### src/rtl/uart_frame_monitor.sv
// uart_frame_monitor: oversampled UART line checker with error pulses, sticky status and counters
module uart_frame_monitor #(
  parameter int OVS = 16,
  parameter int DIV_W = 8,
  parameter int TOL = 2,
  parameter int CNT_W = 16
) (
  input  logic             pclk,
  input  logic             preset_n,
  input  logic             uart_net,
  input  logic             cfg_en,
  input  logic [DIV_W-1:0] cfg_div,
  input  logic [1:0]       cfg_data_bits,
  input  logic             cfg_par_en,
  input  logic             cfg_par_odd,
  input  logic             cfg_stop2,
  input  logic             err_clr,
  output logic             frame_valid,
  output logic [7:0]       frame_data,
  output logic             par_err,
  output logic             frm_err,
  output logic             glitch_err,
  output logic             baud_err,
  output logic [3:0]       err_status,
  output logic [CNT_W-1:0] frame_cnt,
  output logic [CNT_W-1:0] err_cnt
);
  localparam int PH_W = $clog2(OVS) + DIV_W + 1;
  localparam logic [2:0] IDLE = 3'd0, START = 3'd1, DATA = 3'd2, PARITY = 3'd3, STOP = 3'd4;
  logic             sync1, sync2, sync3;
  logic [2:0]       state;
  logic [PH_W-1:0]  phase, per, half;
  logic [DIV_W-1:0] div_l;
  logic [1:0]       bits_l;
  logic             par_en_l, par_odd_l, stop2_l;
  logic             stop_idx, par_flag, bdone;
  logic [2:0]       bit_idx;
  logic [7:0]       shreg;
  logic             fall, line_edge, smp, wrap, in_win, in_bits, par_bad;
  logic             end_n, v_n, p_n, f_n, g_n, b_n;
  logic [2:0]       n_err;
  logic [CNT_W:0]   err_sum;

  // bit timing, edge detection and the pulses that fire on this edge
  always_comb begin
    per = PH_W'(OVS) * (PH_W'(div_l) + PH_W'(1));
    half = per >> 1;
    fall = sync3 & ~sync2;
    line_edge = sync3 ^ sync2;
    smp = (state != IDLE) && (phase == half);
    wrap = phase == per - PH_W'(1);
    in_win = (phase >= PH_W'(TOL + 1)) && (phase <= per - PH_W'(TOL + 1));
    in_bits = (state == DATA) || (state == PARITY) || (state == STOP);
    par_bad = (^shreg ^ sync2) != par_odd_l;
    g_n = cfg_en && (state == START) && smp && sync2;
    b_n = cfg_en && in_bits && line_edge && in_win && !bdone;
    end_n = cfg_en && (state == STOP) && smp && (!sync2 || !stop2_l || stop_idx);
    v_n = end_n && sync2;
    f_n = end_n && !sync2;
    p_n = end_n && par_flag;
    n_err = {2'b0, p_n} + {2'b0, f_n} + {2'b0, g_n} + {2'b0, b_n};
    err_sum = {1'b0, err_cnt} + (CNT_W + 1)'(n_err);
  end

  // two-flop synchroniser plus one stage for edge detection, idle high
  always_ff @(posedge pclk or negedge preset_n)
    if (!preset_n) {sync1, sync2, sync3} <= 3'b111;
    else {sync1, sync2, sync3} <= {uart_net, sync1, sync2};

  // frame sequencer: config is captured at the start edge and held for the whole frame
  always_ff @(posedge pclk or negedge preset_n)
    if (!preset_n) begin
      state <= IDLE;
      phase <= '0;
      div_l <= '0;
      bits_l <= '0;
      par_en_l <= 1'b0;
      par_odd_l <= 1'b0;
      stop2_l <= 1'b0;
      stop_idx <= 1'b0;
      par_flag <= 1'b0;
      bdone <= 1'b0;
      bit_idx <= '0;
      shreg <= '0;
    end else if (!cfg_en) state <= IDLE;
    else begin
      phase <= wrap ? '0 : phase + 1'b1;
      bdone <= b_n | (bdone & ~wrap);
      case (state)
        IDLE: if (fall) begin
          state <= START;
          phase <= '0;
          div_l <= cfg_div;
          bits_l <= cfg_data_bits;
          par_en_l <= cfg_par_en;
          par_odd_l <= cfg_par_odd;
          stop2_l <= cfg_stop2;
          stop_idx <= 1'b0;
          par_flag <= 1'b0;
          bdone <= 1'b0;
          bit_idx <= '0;
          shreg <= '0;
        end
        START: if (smp) state <= sync2 ? IDLE : DATA;
        DATA: if (smp) begin
          shreg[bit_idx] <= sync2;
          bit_idx <= bit_idx + 1'b1;
          if (bit_idx == 3'd4 + {1'b0, bits_l}) state <= par_en_l ? PARITY : STOP;
        end
        PARITY: if (smp) begin
          par_flag <= par_bad;
          state <= STOP;
        end
        STOP: if (smp) begin
          stop_idx <= 1'b1;
          if (end_n) state <= IDLE;
        end
        default: state <= IDLE;
      endcase
    end

  // registered pulses, held data, sticky status and saturating counters
  always_ff @(posedge pclk or negedge preset_n)
    if (!preset_n) begin
      frame_valid <= 1'b0;
      par_err <= 1'b0;
      frm_err <= 1'b0;
      glitch_err <= 1'b0;
      baud_err <= 1'b0;
      frame_data <= '0;
      err_status <= '0;
      frame_cnt <= '0;
      err_cnt <= '0;
    end else begin
      frame_valid <= v_n;
      par_err <= p_n;
      frm_err <= f_n;
      glitch_err <= g_n;
      baud_err <= b_n;
      if (v_n) frame_data <= shreg;
      err_status <= err_clr ? '0 : err_status | {b_n, g_n, f_n, p_n};
      frame_cnt <= err_clr ? '0 : (&frame_cnt) ? frame_cnt : frame_cnt + CNT_W'(v_n);
      err_cnt <= err_clr ? '0 : err_sum[CNT_W] ? '1 : err_sum[CNT_W-1:0];
    end
endmodule

### config.mk
export PLATFORM = sky130hd
export DESIGN_NAME = uart_frame_monitor
export DESIGN_NICKNAME = d
export VERILOG_FILES = /design/src/rtl/uart_frame_monitor.sv
export SDC_FILE = /design/constraint.sdc
export NUM_CORES = 1
export LEC_CHECK = 0
export BUFFER_PORTS_ARGS = -buffer_cell sky130_fd_sc_hd__buf_2
export CAP_MARGIN = 20
export CORE_MARGIN = 1.5
export CORE_UTILIZATION = 55
export DETAILED_ROUTE_END_ITERATION = 8
export GPL_TIMING_DRIVEN = 0
export PLACE_DENSITY_LB_ADDON = 0.15
export SYNTH_ARGS = -nofsm -noshare
export SYNTH_HDL_FRONTEND = slang
export SYNTH_SLANG_ARGS = --single-unit
### constraint.sdc
create_clock -name pclk -period 9.5 [get_ports pclk]
set_input_delay 0 -clock pclk [delete_from_list [all_inputs] [get_ports pclk]]
set_output_delay 0 -clock pclk [all_outputs]
set_load 0.01 [all_outputs]
==> results of run 1 <==
==> layout by cell type (no fill, tap or decap), types with 8 or more instances in the layout <==
cell	count
dfrtp_1	92
buf_2	67
nor2_1	53
nand2_1	53
o21ai_0	36
xnor2_1	31
nand3_1	27
inv_1	25
xor2_1	25
a21oi_1	24
ha_1	20
clkbuf_1	19
mux2_2	19
and3_1	15
dlygate4sd3_1	15
nand4_1	10
nor3_1	10
clkbuf_8	10
a2bb2oi_1	8
==> cell families after synthesis <==
family | after synthesis
fa+ha+maj | 23
compound gates | 105
buf+inv | 49
simple gates | 208
mux | 24
flops | 95
xor+xnor | 56
==> layout make-up <==
cell class              instances  area [sq um]
fillers                       780          3105
repair buffers                 81         505.5
well taps                     129         161.4
flip-flops and latches         95          2381
clock buffers                  10         137.6
inverters                      25         93.84
multi-input cells             416          2781
plain buffers                  24         97.59
clock inverters                 6         63.81
==> metrics by stage <==
stage | area (sq um) | cells | hold slack (ns) | power, uW | util [%]
6_report | 6222 | 786 | 0.06425 | 867.6 | 66.71
5_1_grt | 6222 | 786 | 0.1255 | 915.4 | 66.71
4_1_cts | 6222 | 786 | 0.05321 | 875.3 | 66.71
3_5_place_dp | 5871 | 755 | 0.04629 | 603.8 | 62.94
3_3_place_gp | 5841 | 754 | 0.1051 | 598.1 | 62.62
2_1_floorplan | 5354 | 560 | -0.2956 | 559.3 | -
==> worst paths after layout <==
path                                       from                 endpoint
setup / recovery           div_l[0]$_DFFE_PN0P_     err_cnt[3]$_DFF_PN0_
hold / removal                          err_clr  err_status[3]$_DFF_PN0_
setup reg to reg           div_l[0]$_DFFE_PN0P_     err_cnt[3]$_DFF_PN0_
hold reg to reg                 sync1$_DFF_PN1_          sync2$_DFF_PN1_
max in group asynchronous              preset_n          sync3$_DFF_PN1_
min in group asynchronous              preset_n     div_l[6]$_DFFE_PN0P_
==> state kept, by name (all words and copies together), names as in the netlist, 2 cells and up <==
register and flops:
shreg 8, div_l 8, frame_data 8, phase 13, err_status 4, state 3, bits_l 2, frame_cnt 16
err_cnt 16, bit_idx 3
==> layer usage <==
metal | global-route usage, % | vias up
li1 | - | 2145
met1 | 33.93 | 2141
met2 | 38.97 | 63
met3 | 3.451 | 14
met4 | 6.624 | 0
met5 | 0 | -
==> power breakdown <==
| group | total, uW | internal [uW] | switching [uW] |
|---|---|---|---|
| logic | 159 | 66.2 | 93.2 |
| registers | 443 | 424 | 18.6 |
| clock network | 265 | 110 | 156 |
| total | 868 | 600 | 268 |
==> cells in the mapped netlist (all sizes together) (2+ instances only) <==
library cell	number	area, sq um
a2bb2oi	8	70.07
o21ba	2	20.02
nand3	28	145.1
o211ai	3	27.52
fa	3	60.06
mux2	19	214.0
and4	6	52.55
a41oi	4	35.03
o21a	4	30.03
buf	5	26.27
nor2b	4	25.02
and2	4	25.02
nor3	11	66.32
and3	15	93.84
o21ai	37	185.2
a31o	2	17.52
a211oi	5	37.54
nor4	7	43.79
clkbuf	19	71.32
mux2i	5	50.05
a21oi	24	120.1
a31oi	7	43.79
nor3b	2	15.01
nand4	11	83.83
nand2b	4	25.02
xnor2	31	271.5
xor2	25	219.0
dfrtp	92	2302
nand2	53	198.9
or3	4	25.02
inv	25	93.84
or2	3	18.77
dfstp	3	78.83
o2111a	2	22.52
ha	20	250.2
nor2	53	198.9
==> flow_summary.toml, run 1 <==
[status]
outcome = "finished, final reports clean"

[worst_setup_path]
critPathTopFamily = "simple AND/OR/NAND/NOR gates"
crit_chain = "ha_1 -> and3_1 -> clkbuf_1 -> and2_1 -> o21ai_1 -> mux2_2 -> a31oi_1 -> xor2_1 -> ha_1 -> nand4_1 -> nor2_1 -> nand4_1 -> o21ai_0 -> o211ai_1 -> fa_1 -> inv_1 -> fa_1 -> and3_1 -> and3_1 -> nand3_1 -> nor2_1 -> nand3_1 -> clkbuf_1 -> a21oi_1"
timing.critical_path.mode_cell = "and3_1"
arrival_ns = 6.21
worstSetupStartpointType = "flip-flop"
regToRegSetupSlack_ns = 3.59
reg2regPathDepth = 24
required_ns = 9.80
end_kind = "flip-flop"
crit_buf_inv = 3
worst-setup-path-type = "reg -> reg"
crit_fanout = 10
path_depth = 24
critPathMaxStageDelay_ns = 0.50
slowest_stage = "fa_1"

[floorplan]
die_w_um = 101.7
die_height_um = 101.7
initial_utilization_pct = 57.40
io_pins = 67
die_area_sq_mm = 0.01033
core_sq_mm = 0.009328
num_rows = 35

[synthesis]
synth_mux_area_share_pct = 4.931
syn_nets = 601
yosys.area_share.simple_pct = 19.47
syn_inst = 560
synth_top_family_by_area = "simple AND/OR/NAND/NOR gates"
ys_warn_count = 0
syn_avg_cell_area_sq_um = 9.561
synth_fa_ha_area_share_pct = 5.796
synth_edf_count = 0
synthXorXnorAreaFrac_pct = 9.161
synth_compound_area_share_pct = 12.60
ys_seq_elements = 95
synth_area_sq_mm = 0.005354
synthArstFlopShare_pct = 100.0
yosysSeqAreaShare_pct = 44.47
synth.distinct_cells = 54
synth-main-ff-cell = "dfrtp_1"

[grt]
grt_pass1_wl_um = 19510
track_usage_pct = 24.05
grt_pass1_vias = 4144
gr-total-overflow = 0
antenna_found_initial = 0
grt_max_degree = 52

[routing]
drc_errors = 0
route.met2.wl_um = 5645
highest_layer = "met4"
wl_met3_um = 346
viasPerCell = 5.551
vias = 4363
wire_per_inst_um = 14.89
drtIter0Drc = 180
dr.pass1.iters = 4
drt_wl_total_um = 11710
wl_met1_um = 5585
final_antenna_net_count = 0

[place]
dp_slack_ns = 3.604
globalplace.congestion = 0.8739
portBuffers = 65
dp_hpwl_um = 8494

[cts]
cts_tree = "yes"
cts.clk_slew.worst_paths_ns = 0.11
worstSkewPairLatency_ns = 0.37
cts_buffers = 9
hold_buffers = 15
cts_setup_buffers = 0
cts_resized = 0
htree_levels = 3
cts.sinks = 95
clock_path_buffers = 2
cts_root_buf = "clkbuf_8"

[cells_and_area]
drive_gt1_share_pct = 18.11
areaGrowthSynthToFinish_pct = 16.22
num_antenna_cells = 0
fin_nets = 693

[run]
max-cap-violations = 0

[timing]
max_slew_margin_pct = 45.68
fmax_ghz = 0.1692
rsz0062_at_grt = "no"
fin_crit_ns = 5.909
finalWorstSetupSlack_ns = 3.591
finalMaxSlewViolations = 0
setup_viol = 0
hold_viol_final = 0
tns_ns = 0
worstMarginPinSlew_ns = 0.8086
post-route-period-util_pct = 62.20
skew_ns = 0.01594

[power]
power_density_mw_per_mm2 = 139.4
p_leak_uw = 0.002937
peakVddDrop_uv = 92.87

[worst_hold_path]
hold_class = "in -> reg"
hold_depth = 2
(Power assumes the default switching activity.)
==> run 2, diff against run 1 <==
ABC_AREA = 1   (was default)
CORE_UTILIZATION = 53   (was 55)
clock period = 4.9 ns   (was 9.5 ns; I/O delays follow)
==> flow_summary.toml, run 2 <==
[worst_setup_path]
slowest_stage = "dfrtp_2"
critPathMaxStageDelay_ns = 0.47
worstSetupStartpointType = "flip-flop"
end_kind = "flip-flop"
reg2regPathDepth = 30
r2r-end = "err_cnt[9]$_DFF_PN0_"
required_ns = 5.23
worstReg2RegStart = "div_l[0]$_DFFE_PN0P_"
timing.critical_path.mode_cell = "nand2_1"
arrival_ns = 4.83
regToRegSetupSlack_ns = 0.40
crit_fanout = 5
worst-setup-path-type = "reg -> reg"

[cells_and_area]
areaGrowthSynthToFinish_pct = 19.69
num_antenna_cells = 0
most-common-layout-cells = "nand2_1 (142), inv_1 (106), dfrtp_1 (89)"
reg.largest.list = "err_cnt x16, frame_cnt x16, phase x13"
fin_nets = 861
final_common_cell = "nand2_1"
layoutNonFillerInstCount = 961
drive_gt1_share_pct = 16.97
finish.utilization_pct = 64.91

[timing]
finalMaxSlewViolations = 0
worstMarginPinSlew_ns = 0.5781
post-route-period-util_pct = 91.81
setup_viol = 0
timing.hold.ws_ns = 0.04765
max_slew_margin_pct = 61.46
fmax_ghz = 0.2223
fin_crit_ns = 4.499
hold_viol_final = 0
tns_ns = 0
finalWorstSetupSlack_ns = 0.4014
skew_ns = 0.009267

[synthesis]
yosysTopAreaCell = "dfrtp_1"
synth_area_sq_mm = 0.005574
synth-main-ff-cell = "dfrtp_1"
yosys.area_share.simple_pct = 28.15
ys_warn_count = 0
synthTopCellsByArea = "dfrtp_1 (41%), nand2_1 (9.7%), inv_1 (7.3%)"
synth_mux_area_share_pct = 0.9877
synthXorXnorAreaFrac_pct = 4.400
syn_avg_cell_area_sq_um = 7.774
yosysTopAreaCellShare_pct = 41.30
syn_nets = 758
synth_edf_count = 0
syn_inst = 717
yosysSeqAreaShare_pct = 42.72
synth.most_common_cell = "nand2_1"
synth_compound_area_share_pct = 9.607
synth_top_family_by_area = "simple AND/OR/NAND/NOR gates"
synthArstFlopShare_pct = 100.0
ys_seq_elements = 95
synth.distinct_cells = 45
synthTopCellsByCount = "nand2_1 (144), inv_1 (108), dfrtp_1 (92)"
synth_fa_ha_area_share_pct = 5.567

[floorplan]
initial_utilization_pct = 54.24
die_w_um = 105.6
core_sq_mm = 0.01028
die_height_um = 105.6
die_area_sq_mm = 0.01114
io_pins = 67
num_rows = 37

[power]
switching_share_pct = 38.42
clock_power_share_pct = 24.3
peakVddDrop_uv = 232.4
p_int_uw = 1469
power_frac_comb_pct = 35.5
p_leak_uw = 0.003279
power_density_mw_per_mm2 = 357.7
p_switching_uw = 916.8
p_seq_share_pct = 40.3

[place]
dp_hpwl_um = 9428
dp_slack_ns = -0.4152
globalplace.congestion = 0.9074
dp.cells = 920
portBuffers = 66

[grt]
grt_pass1_wl_um = 21800
grt_max_degree = 57
antenna_found_initial = 0
grt_pass1_vias = 4835
track_usage_pct = 24.59
gr-total-overflow = 0

[cts]
htree_levels = 3
cts.clk_slew.worst_paths_ns = 0.10
cts_tree = "yes"
clock_path_buffers = 2
worstSkewPairLatency_ns = 0.39
cts.sinks = 95
cts_root_buf = "clkbuf_8"
cts_buffers = 9

[routing]
vias = 5029
dr.pass1.iters = 5
viasPerCell = 5.233
drc_errors = 0
drt_wl_total_um = 12850
drtIter0Drc = 296
wire_per_inst_um = 13.37
final_antenna_net_count = 0

[worst_hold_path]
hold_depth = 4
min-delay-start = "cfg_en"
min_to = "phase[2]$_DFFE_PN0P_"
hold_class = "in -> reg"

[run]
max-cap-violations = 0

[status]
outcome = "finished, final reports clean"
## run 2: changes by cell type after synthesis, moves of 15 or more
cell	delta
nand3_1	+35
xnor2_1	-22
nand2_1	+91
inv_1	+83
nor3_1	+24
mux2_2	-15
## run 2: how the worst max path moves through the flow
stage                         start               endpoint  slack, ns  depth (start not counted)
2_1_floorplan  div_l[0]$_DFFE_PN0P_   err_cnt[9]$_DFF_PN0_       0.50                         30
3_3_place_gp   div_l[0]$_DFFE_PN0P_  err_cnt[14]$_DFF_PN0_      -0.40                         30
3_5_place_dp   div_l[0]$_DFFE_PN0P_  err_cnt[14]$_DFF_PN0_      -0.42                         30
4_1_cts        div_l[0]$_DFFE_PN0P_  err_cnt[14]$_DFF_PN0_       0.02                         30
5_1_grt        div_l[0]$_DFFE_PN0P_   err_cnt[9]$_DFF_PN0_      -0.04                         30
6_report       div_l[0]$_DFFE_PN0P_   err_cnt[9]$_DFF_PN0_       0.40                         30
## run 2: layer usage
metal | up-vias | share of wire (%) | GRT usage, %
met2 | 129 | 47 | 40.10
met5 | - | 0 | 0
li1 | 2544 | - | -
met1 | 2336 | 46 | 31.89
met3 | 20 | 5.0 | 5.009
met4 | 0 | 1.8 | 10.62
## run 2: cell type report
type | count | area [sq um]
Buffer | 13 | 61.31
Clock buffer | 9 | 123.9
Clock inverter | 7 | 97.59
Fill cell | 922 | 3606
Inverter | 111 | 430.4
Multi-Input combinational cell | 498 | 2815
Sequential cell | 95 | 2385
Tap cell | 136 | 170.2
Timing Repair Buffer | 92 | 588.1
## run 2: power by group through the flow
stage / clock network [uW] / registers (uW) / logic, uW
final: 579 / 961 / 846
after global routing: 619 / 975 / 962
after CTS: 596 / 951 / 771
after detailed placement: 0 / 966 / 736
after global placement: 0 / 964 / 715
after floorplan: 0 / 942 / 579
## run 2: repair_timing
| action | CTS | global route |
|---|---|---|
| endpoints found under the hold margin | 56 | 0 |
| pin swaps | 0 | 8 |
| setup buffers | 0 | 9 |
| endpoints found under the setup margin | 14 | 16 |
| gates resized for setup | 5 | 24 |
| hold buffers | 16 | 0 |
## run 2: cell families (layout without fill, tap and decap cells)
| logic type | Yosys count | in the layout |
|---|---|---|
| XOR/XNOR | 28 | 28 |
| multiplexers | 5 | 5 |
| flip-flops | 95 | 95 |
| adder cells (fa/ha/maj) | 23 | 23 |
| buffers and inverters | 124 | 232 |
| AO/OA/AOI/OAI | 97 | 97 |
| AND/OR/NAND/NOR | 345 | 345 |
## run 2: worst max-delay path: cells and delay by family (launching register included)
family,cells,cell delay (ns)
AO/OA/AOI/OAI,4,0.60
XOR/XNOR,1,0.19
adder cells (fa/ha/maj),4,1.06
buffers and inverters,5,0.40
flip-flops,1,0.47
AND/OR/NAND/NOR,16,1.69
## run 2: through the flow
stage,total power [uW],instance area [sq um]
finish,2386,6671
global placement,1679,6075
global route,2556,6671
CTS,2318,6511
floorplan,1521,5574
detailed placement,1703,6105
==> run 3, diff against run 2 <==
CELL_PAD_IN_SITES_DETAIL_PLACEMENT = 0   (was default)
CELL_PAD_IN_SITES_GLOBAL_PLACEMENT = 2   (was default)
CORE_UTILIZATION = 31   (was 53)
==> flow_summary.toml, run 3 (same netlist as run 2, synthesis figures left out) <==
[floorplan]
die_w_um = 137.1
die_height_um = 137.1
initial_utilization_pct = 32.00
io_pins = 67
num_rows = 48
core_sq_mm = 0.01742
die_area_sq_mm = 0.01880

[place]
dp_hpwl_um = 11100
dp.cells = 1009
place_area_sq_mm = 0.006216
portBuffers = 66
globalplace.congestion = 0.7908

[routing]
drc_errors = 0
wire_per_inst_um = 14.12
vias = 4933
dr.pass1.iters = 4
drt_wl_total_um = 14840
viasPerCell = 4.694
drtIter0Drc = 172
final_antenna_net_count = 0

[power]
total_power_uw = 2509
peakVddDrop_uv = 178.7
power_density_mw_per_mm2 = 366.2
p_leak_uw = 0.003310

[worst_setup_path]
slowest_stage = "dfrtp_2"
r2r-end = "err_cnt[9]$_DFF_PN0_"
reg2regPathDepth = 30
worstReg2RegStart = "div_l[0]$_DFFE_PN0P_"
end_kind = "flip-flop"
timing.critical_path.mode_cell = "nand2_1"
path_depth = 30
worst-setup-path-type = "reg -> reg"
worstSetupStartpointType = "flip-flop"
endpoint = "err_cnt[9]$_DFF_PN0_"
crit_fanout = 5
regToRegSetupSlack_ns = 0.39
required_ns = 5.19
critPathTopFamily = "simple AND/OR/NAND/NOR gates"
startpoint = "div_l[0]$_DFFE_PN0P_"
arrival_ns = 4.80
crit_buf_inv = 5
critPathMaxStageDelay_ns = 0.46

[cells_and_area]
drive_gt1_share_pct = 17.31
reg.largest.list = "err_cnt x16, frame_cnt x16, phase x13"
finish.utilization_pct = 39.34
final_common_cell = "nand2_1"
fin_nets = 863
most-common-layout-cells = "nand2_1 (142), inv_1 (106), dfrtp_1 (89)"
num_antenna_cells = 0
fin_area_sq_mm = 0.006852
areaGrowthSynthToFinish_pct = 22.92
layoutNonFillerInstCount = 1051

[status]
outcome = "finished, final reports clean"

[timing]
post-route-period-util_pct = 91.98
fin_crit_ns = 4.507
rsz0062_at_grt = "no"
hold_viol_final = 0
skew_ns = 0.008501
finalMaxSlewViolations = 0
fmax_ghz = 0.2219
setup_viol = 0
timing.hold.ws_ns = 0.04234
max_slew_margin_pct = 51.18
worstMarginPinSlew_ns = 0.7288

[grt]
gr-total-overflow = 0
track_usage_pct = 16.74
antenna_found_initial = 0
grt_max_degree = 52
grt_pass1_vias = 4881
grt_pass1_wl_um = 24320

[cts]
worstSkewPairLatency_ns = 0.35
cts.sinks = 95
cts.clk_slew.worst_paths_ns = 0.07
cts_root_buf = "clkbuf_16"
cts_buffers = 9
cts_tree = "yes"
htree_levels = 3
clock_path_buffers = 2

[worst_hold_path]
hold_class = "in -> reg"

[run]
max-cap-violations = 0
## run 3: cell count changes in the layout (fill, tap and decap cells not counted), sizes merged
cell,delta
inv,+1
clkinvlp,+1
clkbuf,+2
clkinv,-3
buf,+3
bufinv,-2
dlygate4sd3,-1
## run 3: metrics by stage
stage,worst slack (ns),setup TNS (ns)
finish,0.3930,0
global route,0.0008185,0
CTS,0.009158,0
detailed placement,-0.6816,-8.696
global placement,-0.6650,-8.476
floorplan,0.5016,0
## run 3: tightest hold or removal path, delay by kind of cell
kind | cells | cell delay (ns)
compound gates | 1 | 0.03
buf+inv | 2 | 0.21
simple gates | 1 | 0.10
## run 3: per-layer routing
metal / track usage [%] / up-vias / wire length [um]
li1: - / 2553 / -
met1: 22.38 / 2293 / 7292
met2: 27.44 / 70 / 6878
met3: 2.889 / 17 / 424
met4: 5.556 / 0 / 249
met5: 0 / - / 0
## run 3: worst min-delay path by stage
| stage | slack (ns) | cells past startpoint | startpoint | end |
|---|---|---|---|---|
| finish | 0.04 | 4 | err_clr | frame_cnt[9]$_DFFE_PN0P_ |
| global route | 0.08 | 4 | err_clr | frame_cnt[9]$_DFFE_PN0P_ |
| detailed placement | 0.07 | 1 | preset_n | err_cnt[7]$_DFF_PN0_ |
| floorplan | -0.30 | 0 | preset_n | baud_err$_DFF_PN0_ |
| CTS | 0.05 | 4 | err_clr | frame_cnt[9]$_DFFE_PN0P_ |
| global placement | 0.12 | 1 | uart_net | sync1$_DFF_PN1_ |
## run 3: area by class of cell
type	instances	area (sq um)
fill	1902	10570
multi-input combinational	498	2819
sequential	95	2385
timing repair buffer	94	600.6
inverter	111	430.4
tap	225	281.5
clock buffer	11	242.7
buffer	13	61.31
clock inverter	4	31.28
## run 3: report_power, final
part	switching, uW	internal (uW)
Sequential	92.0	866
Clock	314	358
Combinational	557	322
Total	963	1550
## run 3: repair_timing
action,CTS,global route
hold endpoints to repair,58,0
hold buffers,15,0
endpoints found under the setup margin,16,16
gates cloned,0,0
buffers inserted,0,12
pin swaps,0,11
resized for setup,9,22
